[src/rtl/la_pattern_player_if.sv]
//------------------------------------------------------------------------------
// la_pattern_player_if : host load/control and playback bus of the pattern player
// Revision: 1.0
//------------------------------------------------------------------------------
`default_nettype none

interface la_pattern_player_if #(
  parameter int NUM_CHANNELS = 7,
  parameter int PTR_W        = 4
) ();
  logic                    ena;
  logic                    load_valid;
  logic [NUM_CHANNELS-1:0] load_data;
  logic                    load_ready;
  logic                    clear;
  logic                    start;
  logic                    stop;
  logic                    loop;
  logic [3:0]              div;
  logic [NUM_CHANNELS-1:0] play_out;
  logic                    play_valid;
  logic                    busy;
  logic                    done;
  logic [PTR_W-1:0]        count;

  modport master (
    output ena, load_valid, load_data, clear, start, stop, loop, div,
    input  load_ready, play_out, play_valid, busy, done, count
  );

  modport slave (
    input  ena, load_valid, load_data, clear, start, stop, loop, div,
    output load_ready, play_out, play_valid, busy, done, count
  );
endinterface

`default_nettype wire

[src/rtl/la_pattern_player.sv]
//------------------------------------------------------------------------------
// la_pattern_player : stores up to DEPTH sample words and replays them at div+1 cycles/word
// Revision: 1.0
//------------------------------------------------------------------------------
`default_nettype none

module la_pattern_player #(
  parameter int NUM_CHANNELS = 7,
  parameter int DEPTH        = 10,
  parameter int PTR_W        = 4
) (
  input  wire                    clk,
  input  wire                    rst_n,
  la_pattern_player_if.slave     bus
);

  typedef enum logic [0:0] {
    ST_IDLE = 1'b0,
    ST_PLAY = 1'b1
  } state_t;

  state_t                  state_q, state_d;
  logic [PTR_W-1:0]        count_q, count_d;
  logic [PTR_W-1:0]        rd_ptr_q, rd_ptr_d;
  logic [3:0]              period_q, period_d;
  logic [NUM_CHANNELS-1:0] play_out_q, play_out_d;
  logic                    play_valid_q, play_valid_d;
  logic                    done_q, done_d;
  logic [NUM_CHANNELS-1:0] mem_q [DEPTH];

  logic                    w_load_ready;
  logic                    w_load_accept;
  logic                    w_mem_we;

  assign w_load_ready  = (state_q == ST_IDLE) && (count_q < PTR_W'(DEPTH));
  assign w_load_accept = bus.load_valid && w_load_ready;

  always_comb begin
    state_d      = state_q;
    count_d      = count_q;
    rd_ptr_d     = rd_ptr_q;
    period_d     = period_q;
    play_out_d   = play_out_q;
    play_valid_d = play_valid_q;
    done_d       = done_q;
    w_mem_we     = 1'b0;

    if (bus.ena) begin
      done_d = 1'b0;
      case (state_q)
        ST_IDLE: begin
          if (bus.clear) begin
            count_d = '0;
          end else begin
            if (w_load_accept) begin
              w_mem_we = 1'b1;
              count_d  = count_q + PTR_W'(1);
            end
            // A word loaded into an empty store this cycle is word 0 of the launch.
            if (bus.start && !bus.stop && ((count_q != '0) || w_load_accept)) begin
              state_d      = ST_PLAY;
              rd_ptr_d     = '0;
              period_d     = bus.div;
              play_valid_d = 1'b1;
              play_out_d   = (count_q == '0) ? bus.load_data : mem_q[0];
            end
          end
        end
        ST_PLAY: begin
          if (bus.stop) begin
            state_d      = ST_IDLE;
            rd_ptr_d     = '0;
            period_d     = '0;
            play_out_d   = '0;
            play_valid_d = 1'b0;
          end else if (period_q != 4'd0) begin
            period_d = period_q - 4'd1;
          end else if (rd_ptr_q == (count_q - PTR_W'(1))) begin
            if (bus.loop) begin
              rd_ptr_d   = '0;
              period_d   = bus.div;
              play_out_d = mem_q[0];
            end else begin
              state_d      = ST_IDLE;
              rd_ptr_d     = '0;
              play_out_d   = '0;
              play_valid_d = 1'b0;
              done_d       = 1'b1;
            end
          end else begin
            rd_ptr_d   = rd_ptr_q + PTR_W'(1);
            period_d   = bus.div;
            play_out_d = mem_q[rd_ptr_q + PTR_W'(1)];
          end
        end
        default: state_d = ST_IDLE;
      endcase
    end
  end

  always_ff @(posedge clk) begin
    if (!rst_n) begin
      state_q      <= ST_IDLE;
      count_q      <= '0;
      rd_ptr_q     <= '0;
      period_q     <= '0;
      play_out_q   <= '0;
      play_valid_q <= 1'b0;
      done_q       <= 1'b0;
    end else begin
      state_q      <= state_d;
      count_q      <= count_d;
      rd_ptr_q     <= rd_ptr_d;
      period_q     <= period_d;
      play_out_q   <= play_out_d;
      play_valid_q <= play_valid_d;
      done_q       <= done_d;
    end
  end

  // Pattern memory is deliberately left out of reset.
  always_ff @(posedge clk) begin
    if (rst_n && w_mem_we) begin
      mem_q[count_q] <= bus.load_data;
    end
  end

  assign bus.load_ready = w_load_ready;
  assign bus.play_out   = play_out_q;
  assign bus.play_valid = play_valid_q;
  assign bus.busy       = (state_q == ST_PLAY);
  assign bus.done       = done_q;
  assign bus.count      = count_q;

endmodule

`default_nettype wire
[src/flat_wrapper.sv]
// flat-port wrapper written by rule: the top's interface ports become plain ports
module la_pattern_player_flat 
#(
  parameter int NUM_CHANNELS = 7,
  parameter int DEPTH        = 10,
  parameter int PTR_W        = 4
)
  (clk, rst_n, bus_ena, bus_load_valid, bus_load_data, bus_clear, bus_start, bus_stop, bus_loop, bus_div, bus_load_ready, bus_play_out, bus_play_valid, bus_busy, bus_done, bus_count);
  la_pattern_player_if #(.NUM_CHANNELS(NUM_CHANNELS), .PTR_W(PTR_W)) bus_i ();
  input  wire clk;
  input  wire rst_n;
  input wire logic [$bits(bus_i.ena)-1:0] bus_ena;
  input wire logic [$bits(bus_i.load_valid)-1:0] bus_load_valid;
  input wire logic [$bits(bus_i.load_data)-1:0] bus_load_data;
  input wire logic [$bits(bus_i.clear)-1:0] bus_clear;
  input wire logic [$bits(bus_i.start)-1:0] bus_start;
  input wire logic [$bits(bus_i.stop)-1:0] bus_stop;
  input wire logic [$bits(bus_i.loop)-1:0] bus_loop;
  input wire logic [$bits(bus_i.div)-1:0] bus_div;
  output wire logic [$bits(bus_i.load_ready)-1:0] bus_load_ready;
  output wire logic [$bits(bus_i.play_out)-1:0] bus_play_out;
  output wire logic [$bits(bus_i.play_valid)-1:0] bus_play_valid;
  output wire logic [$bits(bus_i.busy)-1:0] bus_busy;
  output wire logic [$bits(bus_i.done)-1:0] bus_done;
  output wire logic [$bits(bus_i.count)-1:0] bus_count;
  assign bus_i.ena = bus_ena;
  assign bus_i.load_valid = bus_load_valid;
  assign bus_i.load_data = bus_load_data;
  assign bus_i.clear = bus_clear;
  assign bus_i.start = bus_start;
  assign bus_i.stop = bus_stop;
  assign bus_i.loop = bus_loop;
  assign bus_i.div = bus_div;
  assign bus_load_ready = bus_i.load_ready;
  assign bus_play_out = bus_i.play_out;
  assign bus_play_valid = bus_i.play_valid;
  assign bus_busy = bus_i.busy;
  assign bus_done = bus_i.done;
  assign bus_count = bus_i.count;
  la_pattern_player #(.NUM_CHANNELS(NUM_CHANNELS), .DEPTH(DEPTH), .PTR_W(PTR_W)) u_core (.clk(clk), .rst_n(rst_n), .bus(bus_i));
endmodule
[config.mk]
export PLATFORM = sky130hd
export DESIGN_NAME = la_pattern_player_flat
export DESIGN_NICKNAME = d
export VERILOG_FILES = /design/src/rtl/la_pattern_player_if.sv /design/src/rtl/la_pattern_player.sv /design/src/flat_wrapper.sv
export SDC_FILE = /design/constraint.sdc
export NUM_CORES = 1
export LEC_CHECK = 0
export CORE_UTILIZATION = 55
export CTS_CLUSTER_SIZE = 40
export DETAILED_ROUTE_END_ITERATION = 10
export PLACE_DENSITY = 0.76
export SLEW_MARGIN = 15
export SYNTH_ARGS = -nofsm -noshare
export SYNTH_HDL_FRONTEND = slang
export SYNTH_SLANG_ARGS = --single-unit
[constraint.sdc]
create_clock -name clk -period 2.5 [get_ports clk]
set_input_delay 0.5 -clock clk [delete_from_list [all_inputs] [get_ports clk]]
set_output_delay 0.5 -clock clk [all_outputs]
set_load 0.02 [all_outputs]
# == Yosys cells after proc, flatten, opt, wreduce, memory -nomap -nowiden ==
# Memories as Yosys holds them, arrays and structs flattened.
# Cells that the tools add are included.
# Widths: inputs -> output; s select.
# totals
reg_bits,22
mem_bits_rw,70
in_bits,19
out_inout_bits,15
word_cells,84
mem_count,1
# op_classes
n_addsub,4
n_lt_le_gt_ge,1
n_eq_ne,7
muxes,48
bitwise_logic,1
n_reduce_logical,15
# mem_list
name,depth,word_bits,rd,rd_ports_with_merged_regs,wr,line,rtl
u_core.mem_q,10,7,2,0,1,la_pattern_player.sv:29,logic [NUM_CHANNELS-1:0] mem_q [DEPTH];
# ops
operator,count
$mux 4,13
$mux 7,7
$mux 1,23
$pmux 4 s2,2
$pmux 7 s2,1
$ne 3x3->1 const B,3
$add 4x1->4 const B,2
$reduce_and 4->1,2
$reduce_bool 4->1,2
$sub 4x1->4 const B,2
$reduce_and 6->1,1
$logic_and 1x1->1,5
$ne 5x5->1 const B,1
$eq 4x4->1,1
$logic_not 4->1,1
$lt 4x4->1 const B,1
$ne 2x2->1 const B,2
$pmux 1 s2,2
$reduce_and 3->1,1
$reduce_bool 2->1,1
$logic_not 1->1,1
$logic_or 1x1->1,1
$not 1->1,1

# == Logic depth before layout (Yosys ltp) ==
# Gate-level depths: netlist of run 1.
# depth
ltp_word,10
depth_mapped,10

# == Least setup slack after synthesis of run 1 ==
# OpenSTA, ideal clock, no wires.
# synth_path
kind,register to register
startpoint,"reg u_core.count_q[0], in the netlist u_core.bus.count[0]"
endpoint,reg u_core.period_q[0]
setup_time_ns,0.072
arrival_time_ns,2.332
t_required_ns,2.428
slack_ns,0.096
stages_incl_launch_ff,9
n_path_buf,1
cell_sequence,dfxtp_1 > inv_1 > ha_1 > xnor2_1 > nor3_2 > and2_1 > buf_4 > a22o_1 > mux2i_1
# synth_via
elab_chain_cells,7
word_cells_on_any_way,15
cone_classes,add/sub (1); order compare (1); eq/ne (3); mux (4); reduce/logical (6)
# synth_lines
item,line,rtl
"start, declared",la_pattern_player.sv:23,"logic [PTR_W-1:0] count_q, count_d;"
"start signal, assigned",la_pattern_player.sv:112,count_q <= count_d;
branches (longest 7 deep; another with $sub 4x1->4),-,
"end signal, assigned",la_pattern_player.sv:114,period_q <= period_d;
"end, declared",la_pattern_player.sv:25,"logic [3:0] period_q, period_d;"
# Several ways; the timed one is not identified.
# A chain may end at the register's enable or synchronous reset.

# == Worst setup path after layout of run 1 ==
# layout_path
startpoint,"reg u_core.count_q[2], in the netlist u_core.bus.count[2]"
endpoint,reg u_core.period_q[2]
# The elaborated chain is that of the path after synthesis.

==> results.sh, run 1 <==
export IMPL_outcome="completed"
export IMPL_synth_common_cells="edfxtp_1, nand2_1, mux2i_1, dfxtp_1, a31oi_1"
export IMPL_synthAdderAreaFrac_pct=2.244
export IMPL_setup_ws_ns=0.1801
export IMPL_crit_arrival_ns=2.61
export IMPL_leakage_uw=0.001802
export IMPL_rows=32
export IMPL_io_pins=34
export IMPL_setup_tns_ns=0
export IMPL_crit_required_ns=2.79
export IMPL_synth_main_ff_cell="edfxtp_1"
export IMPL_synth_edf_count=70
export IMPL_fin_worst_skew_ns=0.009475
export IMPL_synth_top_area_share_pct=47.12
export IMPL_ff2ff_setup_slack_ns=0.18
export IMPL_nNetsFinal=455
export IMPL_post_cts_resized=0
export IMPL_drive_gt1_share_pct=13.86
export IMPL_cts_tree="yes"
export IMPL_yosysMostFrequentCell="edfxtp_1"
export IMPL_cp_end_kind="register"
export IMPL_die_x_um=92.06
export IMPL_ys_seq_elements=92
export IMPL_synthArstFlopShare_pct=0
export IMPL_clkSinkCount=92
export IMPL_core_area_mm2=0.007767
export IMPL_place_ws_ns=-0.04336
export IMPL_r2r_start="u_core.bus.count[2]"
export IMPL_final_max_slew_viol_count=0
export IMPL_vias=3316
export IMPL_start_kind="register"
export IMPL_n_fill_cell=568
export IMPL_syn_nets=399
export IMPL_synth_simple_area_share_pct=13.21
export IMPL_rsz0062_at_grt="no"
export IMPL_dr_pass1_iters=5
export IMPL_synth_compound_area_share_pct=12.90
export IMPL_final_core_util_pct=68.62
export IMPL_fmaxAchievable_mhz=431.1
export IMPL_htreeDepth=3
export IMPL_endpoint="u_core.period_q[2]"
export IMPL_fin_crit_sh_pct=92.79
export IMPL_worstMarginPinSlew_ns=0.5132
export IMPL_clock_latency_ns=0.36
export IMPL_synth_distinct_cells=54
export IMPL_drt_iter0_drc=382
export IMPL_netlist_instances=372
export IMPL_cellPowerDensity_mw_per_mm2=577.0
export IMPL_hold_violations=0
export IMPL_routed_wl_um=10410
export IMPL_slew_headroom_pct=65.68
export IMPL_start_util_pct=57.43
export IMPL_p_total_uw=3076
export IMPL_r2r_cells=5
export IMPL_via_per_inst=6.198
export IMPL_synth_warnings=0
export IMPL_critPathSlowestCell="dfxtp_1"
export IMPL_synth_top_area_cell="edfxtp_1"
export IMPL_synth_avg_cell_area_um2=11.99
export IMPL_crit_type="register to register"
export IMPL_slowest_delay_ns=0.62
export IMPL_fin_hold_ws_ns=0.4795
export IMPL_synth_top_family_by_area="simple AND/OR/NAND/NOR gates"
export IMPL_synthMuxAreaShare_pct=9.313
export IMPL_cts_max_path_buffers=2
export IMPL_grt_usage_pct=26.49
export IMPL_crit_chain="xor3_1 > nor3_2 > and2_1 > a22o_1 > mux2i_1"
export IMPL_worstReg2RegEnd="u_core.period_q[2]"
export IMPL_hold_class="register to register"
export IMPL_crit_path_max_fanout=13
export IMPL_gp_congestion=0.9923
export IMPL_clkTransAtPathRegs_ns=0.09
export IMPL_post_cts_buffers=0
export IMPL_ctsRootBufferMaster="clkbuf_8"
export IMPL_post_route_min_period_ns=2.320
export IMPL_grt_remaining_overflow=0
export IMPL_grt_pass1_vias=3080
export IMPL_syn_to_final_growth_pct=19.50
export IMPL_grt_start_max_net_pins=28
export IMPL_die_h_um=92.06
export IMPL_critPathLaunch="u_core.bus.count[2]"
export IMPL_antenna_found_initial=0
export IMPL_wire_per_inst_um=19.46
export IMPL_setup_viol=0
export IMPL_diodes=0
export IMPL_die_area_mm2=0.008474
export IMPL_cap_viol_max_count=0
export IMPL_hold_buffers=0
export IMPL_yosysSeqAreaShare_pct=57.00
export IMPL_ant_nets=0
export IMPL_synth_area_mm2=0.004461
export IMPL_port_buffers=33
export IMPL_synth_xor_area_share_pct=2.104
export IMPL_grt_pass1_wl_um=16440
export IMPL_numCtsBuffers=9
export IMPL_drc=0
export IMPL_dp_hpwl_um=7626
export IMPL_synthTopCellsByArea="edfxtp_1, dfxtp_1, mux2i_1"
export IMPL_ir_worst_vdd_mv=0.5382
[area by class of cell]
type                            instances  area, um2  share of cell area, %
Sequential cell                        92       2542                  47.70
Multi-Input combinational cell        249       1774                  33.29
Timing Repair Buffer                   66      603.1                  11.31
Tap cell                              102      127.6                  2.394
Clock buffer                            9      123.9                  2.324
Clock inverter                          7      121.4                  2.277
Inverter                               10      37.54                 0.7042
[cell families (layout without fill, tap and decap cells)]
logic type | after synthesis | after routing
adder cells (fa/ha/maj) | 8 | 8
AND/OR/NAND/NOR | 112 | 112
flip-flops | 92 | 92
XOR/XNOR | 9 | 9
buffers and inverters | 31 | 92
multiplexers | 39 | 39
AO/OA/AOI/OAI | 81 | 81
[worst max-delay path: cells and delay by family, from the launching register on]
family	cells	cell delay, ns
XOR/XNOR	1	0.51
multiplexers	1	0.21
flip-flops	1	0.62
AND/OR/NAND/NOR	2	0.54
AO/OA/AOI/OAI	1	0.36
[per-stage QoR]
step           std cells  instance area, um2
6_report             535                5330
5_1_grt              535                5330
4_1_cts              535                5330
3_5_place_dp         519                5085
3_3_place_gp         519                5085
2_1_floorplan        372                4461
[sequential cells by signal (all words and copies together) (netlist names)]
signal                 flops
u_core.mem_q              70
u_core.bus.play_out        7
u_core.bus.count           4
u_core.period_q            4
u_core.rd_ptr_q            4
u_core.bus.busy            1
u_core.bus.done            1
u_core.bus.play_valid      1
[where the power goes]
part           internal (uW)  switching, uW
Clock                    671            517
Combinational            104            124
Sequential              1650           9.28
Total                   2430            651
[placed cells by master, fill, tap and decap left out, types with 2 or more instances in the layout]
master / instances
a211oi_1: 2
a21oi_1: 9
a22oi_1: 6
a311oi_1: 7
a31oi_1: 17
and2_1: 10
and4b_1: 2
and4bb_2: 2
buf_12: 2
buf_4: 31
bufinv_16: 3
clkbuf_8: 9
clkdlybuf4s50_1: 33
dfxtp_1: 22
edfxtp_1: 70
ha_1: 8
inv_1: 10
inv_6: 2
mux2i_1: 37
mux4_2: 2
nand2_1: 42
nand2b_1: 3
nand3_1: 10
nand4_1: 3
nor2_1: 15
nor2b_1: 9
nor3_1: 5
nor4bb_1: 2
o2111ai_1: 6
o21a_1: 2
o21ai_0: 11
o221ai_1: 7
o22ai_1: 4
xnor2_1: 5
xor2_1: 3
[how the worst min path moves through the flow]
| stage | depth (start not counted) | from | slack, ns | to |
|---|---|---|---|---|
| after floorplan | 2 | u_core.period_q[0] | 0.46 | u_core.period_q[0] |
| after global routing | 2 | u_core.bus.done | 0.50 | u_core.bus.done |
| final | 2 | u_core.bus.done | 0.48 | u_core.bus.done |
| after CTS | 2 | u_core.bus.done | 0.48 | u_core.bus.done |
| after detailed placement | 2 | u_core.bus.done | 0.46 | u_core.bus.done |
| after global placement | 2 | u_core.bus.done | 0.46 | u_core.bus.done |
[per-layer routing]
metal	GRT usage (%)	part of all wire [%]	vias to the layer above
met1	37.13	41	1544
met3	5.721	11	21
met4	9.245	2.5	0
li1	-	-	1535
met5	0	0	-
met2	40.86	46	216
No activity file was read; power rests on OpenSTA's default activity.
==> inputs of run 2 (changes only) <==
--- a/config.mk
+++ b/config.mk
@@ -5,10 +5,11 @@
 export SDC_FILE = /design/constraint.sdc
 export NUM_CORES = 1
 export LEC_CHECK = 0
+export ABC_CLOCK_PERIOD_IN_PS = 2500
 export CORE_UTILIZATION = 55
 export CTS_CLUSTER_SIZE = 40
 export DETAILED_ROUTE_END_ITERATION = 10
-export PLACE_DENSITY = 0.76
+export PLACE_DENSITY = 0.87
 export SLEW_MARGIN = 15
 export SYNTH_ARGS = -nofsm -noshare
 export SYNTH_HDL_FRONTEND = slang
==> run 2 against run 1 <==
Compared with the run above:
- die area unchanged
- combinational power decreased by 3%
- global-route usage decreased by 0.94 points
- fmax increased by 2.1%
- flip-flop and latch count unchanged
- final area decreased by 1.6%
- critical path depth increased by 1
- non-clock buffer count decreased by 4
- critical endpoint is now u_core.bus.play_out[4]
==> results.sh, run 2 (synthesized netlist as in run 1, its figures left out) <==
export IMPL_cts_tree="yes"
export IMPL_crit_arrival_ns=2.52
export IMPL_final_common_cell="edfxtp_1"
export IMPL_syn_to_final_growth_pct=17.59
export IMPL_crit_path_max_fanout=6
export IMPL_cellPowerDensity_mw_per_mm2=548.4
export IMPL_io_pins=34
export IMPL_final_cell_mix="edfxtp_1, nand2_1, mux2i_1, clkdlybuf4s50_1, buf_4"
export IMPL_antenna_found_initial=0
export IMPL_clock_latency_ns=0.37
export IMPL_htreeDepth=3
export IMPL_hold_violations=0
export IMPL_vias=3303
export IMPL_routed_wl_um=10120
export IMPL_numCtsBuffers=9
export IMPL_crit_type="register to register"
export IMPL_via_per_inst=6.220
export IMPL_drc=0
export IMPL_dr_pass1_iters=6
export IMPL_port_buffers=33
export IMPL_slowest_delay_ns=0.43
export IMPL_gp_congestion=0.8955
export IMPL_critPathSlowestCell="xnor2_1"
export IMPL_clkSinkCount=92
export IMPL_fin_worst_skew_ns=0.008006
export IMPL_ant_nets=0
export IMPL_design_area_mm2=0.005245
export IMPL_ctsRootBufferMaster="clkbuf_8"
export IMPL_rsz0062_at_grt="no"
export IMPL_start_util_pct=57.43
export IMPL_post_route_min_period_ns=2.272
export IMPL_grt_pass1_vias=3049
export IMPL_worstReg2RegEnd="u_core.bus.play_out[4]"
export IMPL_fmaxAchievable_mhz=440.2
export IMPL_placed_cell_area_mm2=0.005042
export IMPL_largest_register="u_core.mem_q"
export IMPL_cts_max_path_buffers=2
export IMPL_hold_buffers=0
export IMPL_topRoutingLayerUsed="met4"
export IMPL_crit_chain="ha_1 > xnor2_1 > nor2b_2 > a22oi_1 > a311oi_1 > o21ai_0"
export IMPL_grt_pass1_wl_um=16130
export IMPL_crit_family="compound AO/OA/AOI/OAI gates"
export IMPL_met2_length_um=4688
export IMPL_crit_buf_inv=0
export IMPL_nNetsFinal=451
export IMPL_worst_path_stages=6
export IMPL_hold_class="register to register"
export IMPL_leakage_uw=0.001760
export IMPL_dp_hpwl_um=7309
export IMPL_ff2ff_setup_slack_ns=0.23
export IMPL_drive_gt1_share_pct=13.29
export IMPL_grt_usage_pct=25.55
export IMPL_core_area_mm2=0.007767
export IMPL_clkTransAtPathRegs_ns=0.10
export IMPL_grt_remaining_overflow=0
export IMPL_grt_start_max_net_pins=28
export IMPL_cap_viol_max_count=0
export IMPL_fin_crit_sh_pct=90.87
export IMPL_r2r_start="u_core.rd_ptr_q[1]"
export IMPL_setup_tns_ns=0
export IMPL_r2r_cells=6
export IMPL_rows=32
export IMPL_drt_iter0_drc=439
export IMPL_drt_met1_wl_um=4112
export IMPL_start_kind="register"
export IMPL_endpoint="u_core.bus.play_out[4]"
export IMPL_ir_worst_vdd_mv=0.4467
export IMPL_final_max_slew_viol_count=0
export IMPL_slew_headroom_pct=66.52
export IMPL_outcome="completed"
export IMPL_critPathLaunch="u_core.rd_ptr_q[1]"
export IMPL_die_x_um=92.06
export IMPL_wl_met3_um=988
export IMPL_worstMarginPinSlew_ns=0.4987
export IMPL_post_cts_buffers=0
export IMPL_p_total_uw=2876
export IMPL_diodes=0
export IMPL_setup_viol=0
export IMPL_crit_required_ns=2.74
export IMPL_largest_register_ffs=70
export IMPL_die_area_mm2=0.008474
export IMPL_n_fill_cell=571
export IMPL_die_h_um=92.06
export IMPL_wire_per_inst_um=19.06
export IMPL_cp_end_kind="register"
==> run 2: cell count changes in the layout (fill, tap and decap cells not counted) <==
| cell | delta |
|---|---|
| buf_4 | -3 |
| bufinv_16 | -3 |
| inv_8 | +3 |
| buf_12 | -1 |
| clkinv_2 | -1 |
| clkinv_4 | +1 |
| clkinv_8 | +1 |
| inv_6 | -1 |
| nor2b_1 | -1 |
| nor2b_2 | +1 |
==> run 2: power breakdown <==
| group | leakage (uW) | internal (uW) | switching (uW) |
|---|---|---|---|
| Sequential | 0.000807 | 1650 | 9.20 |
| Clock | 0.000103 | 397 | 597 |
| Combinational | 0.000850 | 101 | 121 |
| Total | 0.00176 | 2150 | 727 |
==> run 2: area by class of cell <==
class                   instances  area [um2]  area share, %
inverters                      10       37.54         0.7156
flip-flops and latches         92        2542          48.47
repair buffers                 62       560.5          10.69
well taps                     102       127.6          2.433
clock inverters                 7       76.32          1.455
clock buffers                   9       123.9          2.362
multi-input cells             249        1777          33.87
==> run 2: through the flow <==
step	setup slack [ns]	std cells	utilization (%)	hold slack [ns]
finish	0.2282	531	67.53	0.5055
global route	0.08819	531	67.53	0.5324
CTS	0.2084	531	67.49	0.5044
detailed placement	0.01316	515	64.92	0.4912
global placement	0.07090	515	64.92	0.4594
floorplan	0.09587	372	-	0.4597
==> run 2: worst min-delay path by stage <==
stage | end | start | cells after the start | slack, ns
3_3_place_gp | u_core.bus.done | u_core.bus.done | 2 | 0.46
3_5_place_dp | u_core.period_q[1] | u_core.period_q[1] | 2 | 0.49
6_report | u_core.bus.done | u_core.bus.done | 2 | 0.51
2_1_floorplan | u_core.period_q[0] | u_core.period_q[0] | 2 | 0.46
4_1_cts | u_core.period_q[1] | u_core.period_q[1] | 2 | 0.50
5_1_grt | u_core.bus.done | u_core.bus.done | 2 | 0.53
==> run 2: worst min-delay path, delay by kind of cell, from the launching register on <==
family	cells	cell delay, ns
AOI/OAI and AO/OA	1	0.06
DFF	1	0.34
and+or+nand+nor	1	0.07
==> run 2: per-layer routing <==
layer,track usage [%],vias up
met2,37.87,181
met3,7.048,28
met1,35.03,1567
li1,-,1527
met4,11.72,0
met5,0,-
==> run 2: timing repair <==
item / 4_1_cts / 5_1_grt
resized for setup: 0 / 1
hold endpoints to repair: 0 / 0
endpoints found under the setup margin: 0 / 1
==> inputs of run 3 (changes only) <==
--- a/config.mk
+++ b/config.mk
@@ -9,6 +9,7 @@
 export CORE_UTILIZATION = 55
 export CTS_CLUSTER_SIZE = 40
 export DETAILED_ROUTE_END_ITERATION = 10
+export GPL_ROUTABILITY_DRIVEN = 0
 export PLACE_DENSITY = 0.87
 export SLEW_MARGIN = 15
 export SYNTH_ARGS = -nofsm -noshare
==> run 3 against run 2 <==
Compared with the run above:
- global-route usage up 0.83 points
- clock power is 14% higher
- setup slack better by 0.023 ns
- utilization rose by 0.14 points
- via count is 1.2% lower
- clock skew grew 0.0064 ns
- cell count fell by 0.38%
- critical endpoint is now bus_load_ready
- largest cell class unchanged
==> results.sh, run 3 (synthesized netlist as in run 1, its figures left out) <==
export IMPL_outcome="completed"
export IMPL_leakage_uw=0.001758
export IMPL_routed_wl_um=10390
export IMPL_fmaxAchievable_mhz=444.6
export IMPL_diodes=0
export IMPL_crit_path_max_fanout=10
export IMPL_critPathLaunch="u_core.bus.count[3]"
export IMPL_crit_arrival_ns=1.75
export IMPL_largest_register="u_core.mem_q"
export IMPL_endpoint="bus_load_ready"
export IMPL_final_common_cell="edfxtp_1"
export IMPL_drive_gt1_share_pct=12.65
export IMPL_fin_worst_skew_ns=0.01443
export IMPL_grt_pass1_vias=3106
export IMPL_slowest_delay_ns=0.60
export IMPL_dr_pass1_iters=6
export IMPL_cap_viol_max_count=0
export IMPL_rsz0062_at_grt="no"
export IMPL_switching_share_pct=22.80
export IMPL_drc=0
export IMPL_power_internal_uw=2329
export IMPL_grt_pass1_wl_um=16520
export IMPL_worstReg2RegEnd="u_core.bus.play_out[4]"
export IMPL_drt_iter0_drc=399
export IMPL_clock_latency_ns=0.37
export IMPL_final_max_slew_viol_count=0
export IMPL_vias=3263
export IMPL_post_cts_buffers=0
export IMPL_ctsRootBufferMaster="clkbuf_8"
export IMPL_hold_violations=0
export IMPL_grt_usage_pct=26.38
export IMPL_crit_chain="o21a_1 > nor2_1 > clkdlybuf4s50_1"
export IMPL_power_frac_clock_pct=37.6
export IMPL_post_cts_resized=0
export IMPL_syn_to_final_growth_pct=17.84
export IMPL_sequentialPowerShare_pct=55.0
export IMPL_r2r_start="u_core.rd_ptr_q[1]"
export IMPL_dp_hpwl_um=7304
export IMPL_fin_crit_sh_pct=89.97
export IMPL_hold_buffers=0
export IMPL_numCtsBuffers=9
export IMPL_cellPowerDensity_mw_per_mm2=573.9
export IMPL_critPathSlowestCell="dfxtp_1"
export IMPL_ir_worst_vdd_mv=0.3707
export IMPL_nNetsFinal=449
export IMPL_comb_power_share_pct=7.3
export IMPL_via_per_inst=6.168
export IMPL_cts_max_path_buffers=2
export IMPL_setup_tns_ns=0
export IMPL_final_cell_mix="edfxtp_1, nand2_1, mux2i_1, clkdlybuf4s50_1, buf_4"
export IMPL_p_switching_uw=687.8
export IMPL_start_kind="register"
export IMPL_die_x_um=92.06
export IMPL_clkSinkCount=92
export IMPL_largest_register_ffs=70
export IMPL_cp_end_kind="primary output"
export IMPL_die_h_um=92.06
export IMPL_slew_headroom_pct=65.59
export IMPL_fin_hold_ws_ns=0.4835
export IMPL_crit_type="register to primary output"
export IMPL_ant_nets=0
export IMPL_start_util_pct=57.43
export IMPL_crit_required_ns=2.00
export IMPL_port_buffers=33
export IMPL_clkTransAtPathRegs_ns=0.10
export IMPL_ff2ff_setup_slack_ns=0.28
export IMPL_antenna_found_initial=0
export IMPL_htreeDepth=3
export IMPL_wire_per_inst_um=19.64
export IMPL_rows=32
export IMPL_io_pins=34
export IMPL_die_area_mm2=0.008474
export IMPL_setup_viol=0
export IMPL_cts_tree="yes"
export IMPL_post_route_min_period_ns=2.249
export IMPL_grt_start_max_net_pins=28
export IMPL_r2r_cells=7
export IMPL_hold_class="register to register"
export IMPL_core_area_mm2=0.007767
export IMPL_grt_remaining_overflow=0
export IMPL_worstMarginPinSlew_ns=0.5146
run 3: power groups by stage:
stage	clock network, uW	logic, uW	registers [uW]
floorplan	0	97.5	1700
global placement	0	210	1690
detailed placement	0	216	1700
CTS	1140	219	1660
global route	1200	239	1660
finish	1130	222	1660
run 3: stage by stage:
| stage | instance area, um2 | instances | total power (uW) | utilization (%) | setup slack [ns] |
|---|---|---|---|---|---|
| 5_1_grt | 5256 | 529 | 3106 | 67.67 | 0.1264 |
| 3_3_place_gp | 5027 | 513 | 1905 | 64.72 | 0.1171 |
| 4_1_cts | 5256 | 529 | 3021 | 67.67 | 0.2504 |
| 2_1_floorplan | 4461 | 372 | 1800 | - | 0.09587 |
| 6_report | 5256 | 529 | 3016 | 67.67 | 0.2507 |
| 3_5_place_dp | 5027 | 513 | 1911 | 64.72 | 0.05479 |
run 3: final cells by class:
| cell class | instances | area, um2 |
|---|---|---|
| multi-input cells | 249 | 1774 |
| repair buffers | 60 | 545.5 |
| well taps | 102 | 127.6 |
| flip-flops and latches | 92 | 2542 |
| inverters | 10 | 37.54 |
| clock buffers | 9 | 123.9 |
| clock inverters | 7 | 105.1 |
| fillers | 555 | 2511 |
run 3: worst max-delay path, delay by kind of cell (launching register included):
| family | cells | cell delay (ns) |
|---|---|---|
| compound gates | 1 | 0.21 |
| buf+inv | 1 | 0.54 |
| flops | 1 | 0.60 |
| simple gates | 1 | 0.04 |
run 3: how the worst min path moves through the flow:
| stage | slack, ns | from | end | cells past startpoint |
|---|---|---|---|---|
| 6_report | 0.48 | u_core.bus.done | u_core.bus.done | 2 |
| 5_1_grt | 0.49 | u_core.bus.done | u_core.bus.done | 2 |
| 4_1_cts | 0.48 | u_core.bus.done | u_core.bus.done | 2 |
| 3_5_place_dp | 0.46 | u_core.bus.done | u_core.bus.done | 2 |
| 3_3_place_gp | 0.46 | u_core.bus.done | u_core.bus.done | 2 |
| 2_1_floorplan | 0.46 | u_core.period_q[0] | u_core.period_q[0] | 2 |
run 3: per-layer routing:
| metal | track usage, % | part of all wire, % |
|---|---|---|
| met1 | 35.76 | 41 |
| met2 | 41.60 | 48 |
| met3 | 4.726 | 7.7 |
| met4 | 11.72 | 3.2 |
| met5 | 0 | 0 |
==> RTL edit 1, RTL diff (flow settings as in run 1) <==
Make the reset (`rst_n`) asynchronous in one clocked block.
--- a/src/rtl/la_pattern_player.sv
+++ b/src/rtl/la_pattern_player.sv
@@ -99,5 +99,5 @@
   end
 
-  always_ff @(posedge clk) begin
+  always_ff @(posedge clk or negedge rst_n) begin
     if (!rst_n) begin
       state_q      <= ST_IDLE;
Formal check against the unedited RTL: differs if rst_n is asserted again (counterexample within 4 cycles, from zero or initial values and one cycle with rst_n low); with rst_n held inactive, the same outputs for 4 cycles.
==> RTL edit 1 against run 1 <==
- sequential cell count unchanged
- wire length shrank 10%
- final cell count shrank 10%
- design area fell by 3.1%
- setup slack worse by 0.0034 ns
- via count decreased by 17%
- area after synthesis decreased by 1.1%
Power is not compared: it rests on default switching activity, and its combinational part moved more than twofold at a synthesized area within 25%.
==> RTL edit 1: results (changes against run 1) <==
[run_status]
status = finished, final reports clean

[grt]
grt_pass1_wl_um = 14800  ; -9.9%
track_usage_pct = 24.0  ; -2.5 points
grt_pass1_vias = 2755  ; -11%
grt_max_degree = 23  ; -18%

[synthesis]
synthDistinctLibCells = 55  ; +1.9%
syn-num-nets = 347  ; -13%
yosysSeqAreaShare_pct = 60.1  ; +3.1 points
netlist_instances = 320  ; -14%
synth.area.top_cells = edfxtp_1 48%, dfrtp_1 12%, mux2i_1 9.8%, mux4_2 2.6%, ha_1 2.3%
synth_commonest_cells = 70 x edfxtp_1, 43 x mux2i_1, 24 x nand2_1, 22 x dfrtp_1, 19 x inv_1
async_reset_ff_share_pct = 23.9  ; +24 points

[sta]
period_share_pct = 92.9  ; +0.14 points
skew_ns = 0.0110  ; +0.00150 ns
tightestPinTransition_ns = 0.501  ; -0.0123 ns

[worst_setup_path]
cp_top_family = simple AND/OR/NAND/NOR gates
r2r_end = u_core.bus.play_out[5]
cp_slowest_stage_delay_ns = 0.48  ; -0.14 ns
r2r-start = u_core.bus.count[1]
worstPathArrival_ns = 2.60  ; about the same
rr_worst_depth = 7  ; +2

[layout]
multiInputGateArea_um2 = 1610  ; -9.3%
clockBufferCount = 10  ; +1
area.sequential_um2 = 2650  ; +4.4%
n_fill_cell = 578  ; +1.8%
drive_gt1_share_pct = 14.8  ; +0.92 points
multi_input_gates = 196  ; -21%
buffer_area_share_pct = 9.74  ; -1.6 points
finalNetCount = 401  ; -12%
nonClockBufferCount = 56  ; -15%

[routing]
avgRoutedWirePerCell_um = 19.5  ; about the same
avgViaCountPerCell = 5.70  ; -8.1%
dr.pass1.iters = 4  ; -1
drt-initial-drc-count = 209  ; -45%

[placement]
place_ws_ns = 0.0756  ; +0.119 ns
dp.final_hpwl_um = 6650  ; -13%
dpl-instance-area_um2 = 4960  ; -2.4%
dp.cells = 465  ; -10%
place_congestion = 0.815  ; -18%

[worst_hold_path]
holdPathEnd = u_core.bus.play_out[2]

## RTL edit 1: cell types whose count changed after synthesis, moves of 6 or more
cell | before | now
inv_1 | 10 | 19
a22oi_1 | 6 | 0
dfrtp_1 | 0 | 22
a21oi_1 | 9 | 15
o221ai_1 | 7 | 0
dfxtp_1 | 22 | 0
nand2_1 | 42 | 24
clkbuf_1 | 9 | 3
a311oi_1 | 7 | 0
a31oi_1 | 17 | 2
o21ai_0 | 11 | 3
o211ai_1 | 0 | 8
mux2i_1 | 37 | 43
## RTL edit 1: through the flow
| stage | total power (W) | hold WS (ns) | util (%) |
|---|---|---|---|
| 6_report | 0.00476 | 0.528 | 66.8 |
| 5_1_grt | 0.00498 | 0.553 | 66.8 |
| 4_1_cts | 0.00478 | 0.533 | 66.8 |
| 3_5_place_dp | 0.00378 | 0.512 | 64.2 |
| 3_3_place_gp | 0.00375 | 0.510 | 64.2 |
| 2_1_floorplan | 0.00319 | 0.204 | - |
## RTL edit 1: kinds of logic after synthesis
logic type / synth area share, %
muxes: 14.4
and+or+nand+nor: 9.81
xor gates and xnor gates: 2.10
adders and majority gates: 2.27
AOI/OAI and AO/OA: 7.86
DFF: 60.1
buffers and inverters: 3.40
## RTL edit 1: per-layer routing
layer  share of wire [%]  track usage [%]  vias to the layer above
li1                    -                -                     1306
met1                  46             33.3                     1387
met2                  50             38.6                       40
met3                 2.6             3.10                        7
met4                 1.1             9.52                        0
met5                   0                0                        -
## RTL edit 1: report_power, final
group          internal (W)  switching [W]  leakage [nW]
clock              0.000472       0.000538        0.0935
sequential          0.00179       0.000176         0.908
combinational      0.000863       0.000920         0.955
==> RTL edit 2, RTL diff (flow settings as in run 1) <==
Without the edit above. `PTR_W` is set to 4 in 3 places; all go to 5.
--- a/src/rtl/la_pattern_player_if.sv
+++ b/src/rtl/la_pattern_player_if.sv
@@ -7,5 +7,5 @@
 interface la_pattern_player_if #(
   parameter int NUM_CHANNELS = 7,
-  parameter int PTR_W        = 4
+  parameter int PTR_W        = 5
 ) ();
   logic                    ena;
--- a/src/rtl/la_pattern_player.sv
+++ b/src/rtl/la_pattern_player.sv
@@ -8,5 +8,5 @@
   parameter int NUM_CHANNELS = 7,
   parameter int DEPTH        = 10,
-  parameter int PTR_W        = 4
+  parameter int PTR_W        = 5
 ) (
   input  wire                    clk,
--- a/src/flat_wrapper.sv
+++ b/src/flat_wrapper.sv
@@ -4,5 +4,5 @@
   parameter int NUM_CHANNELS = 7,
   parameter int DEPTH        = 10,
-  parameter int PTR_W        = 4
+  parameter int PTR_W        = 5
 )
   (clk, rst_n, bus_ena, bus_load_valid, bus_load_data, bus_clear, bus_start, bus_stop, bus_loop, bus_div, bus_load_ready, bus_play_out, bus_play_valid, bus_busy, bus_done, bus_count);
Ports: changed (resized bus_count); port bits go from 34 to 35. No check against the original RTL was run, so the function may have changed too.
==> RTL edit 2 against run 1 <==
- hold slack lost 0.0081 ns
- setup slack lost 0.022 ns
- area after synthesis increased by 1.5%
- sequential cell count rose by 2
- critical endpoint is now u_core.mem_q[4][6]
- power fell by 8.2%
- highest routed layer unchanged
- first-iteration DRC count down 51%
- wire length grew 1.2%
- critical path type unchanged
- design area increased by 0.14%
- core utilization shrank 0.60 points
- largest power group unchanged
==> RTL edit 2: results (changes against run 1) <==
[worst_setup_path]
worstPathArrival_ns = 2.38  ; -0.23 ns
r2r-start = u_core.bus.count[1]
r2r_end = u_core.mem_q[4][6]

[routing]
route.vias.total = 3168  ; -4.5%
avgViaCountPerCell = 6.14  ; -0.95%
drt-initial-drc-count = 187  ; -51%

[synthesis]
synth.area.top_cells = edfxtp_1 46%, dfxtp_1 11%, mux4_2 7.0%, nand2_1 2.8%, a21oi_1 2.2%
netlist_instances = 350  ; -5.9%
synthDistinctLibCells = 58  ; +7.4%

[grt]
grt_pass1_wl_um = 16600  ; +1.1%
grt_pass1_vias = 3017  ; -2.0%
track_usage_pct = 26.7  ; +0.21 points
grt_max_degree = 19  ; -32%
use_met2_pct = 40.1  ; -0.73 points

[placement]
dp.cells = 500  ; -3.7%
io_buffer_count = 34  ; +3.0%
place_congestion = 0.876  ; -12%
place_ws_ns = -0.0917  ; -0.0484 ns

[run_status]
status = finished, final reports clean

[sta]
maxSlewHeadroom_pct = 55.2  ; -11 points
skew_ns = 0.00877  ; -0.000707 ns

[power]
switchingPower_w = 0.000672  ; +3.3%

[layout]
stdcell_area_um2 = 5340  ; +0.14%
finalNetCount = 436  ; -4.2%
n_fill_cell = 579  ; +1.9%

## RTL edit 2: worst max path at each step
stage	startpoint	end	slack, ns
2_1_floorplan	u_core.bus.count[0]	u_core.rd_ptr_q[3]	0.06
5_1_grt	u_core.bus.count[1]	u_core.mem_q[6][5]	0.04
4_1_cts	u_core.bus.count[1]	bus_load_ready	0.16
6_report	u_core.bus.count[1]	u_core.mem_q[4][6]	0.16
3_3_place_gp	bus_load_valid	u_core.mem_q[9][6]	-0.001
3_5_place_dp	bus_load_valid	u_core.mem_q[6][2]	-0.09
## RTL edit 2: cell families (layout without fill, tap and decap cells)
kind of cell | count (synthesis) | in the layout | share of synthesized area, %
buffers and inverters | 35 | 99 | 3.98
XOR/XNOR | 9 | 9 | 1.74
AND/OR/NAND/NOR | 97 | 97 | 12.1
AO/OA/AOI/OAI | 77 | 77 | 12.2
flip-flops | 94 | 94 | 57.0
multiplexers | 30 | 30 | 10.7
adder cells (fa/ha/maj) | 8 | 8 | 2.21
## RTL edit 2: cell type report
type	instances	area share [%]
Sequential cell	94	48.4
Tap cell	102	2.39
Multi-Input combinational cell	221	33.2
Inverter	14	0.985
Timing Repair Buffer	69	11.8
Clock buffer	10	2.39
Clock inverter	6	0.891
## RTL edit 2: metal layers
metal / vias up / part of all wire [%] / wire length [um]
li1: 1470 / - / -
met1: 1526 / 42 / 4480
met2: 146 / 47 / 4930
met3: 26 / 7.5 / 788
met4: 0 / 3.3 / 349
met5: - / 0 / 0
## RTL edit 2: critical path, cell delays in order, from the launching register on
cell and delay (ns):
dfxtp_1 0.32, buf_4 0.16, o21a_1 0.21, nor4b_2 0.27, nand4b_1 0.27, nor3b_1 0.31, buf_4 0.17, and2_1 0.32
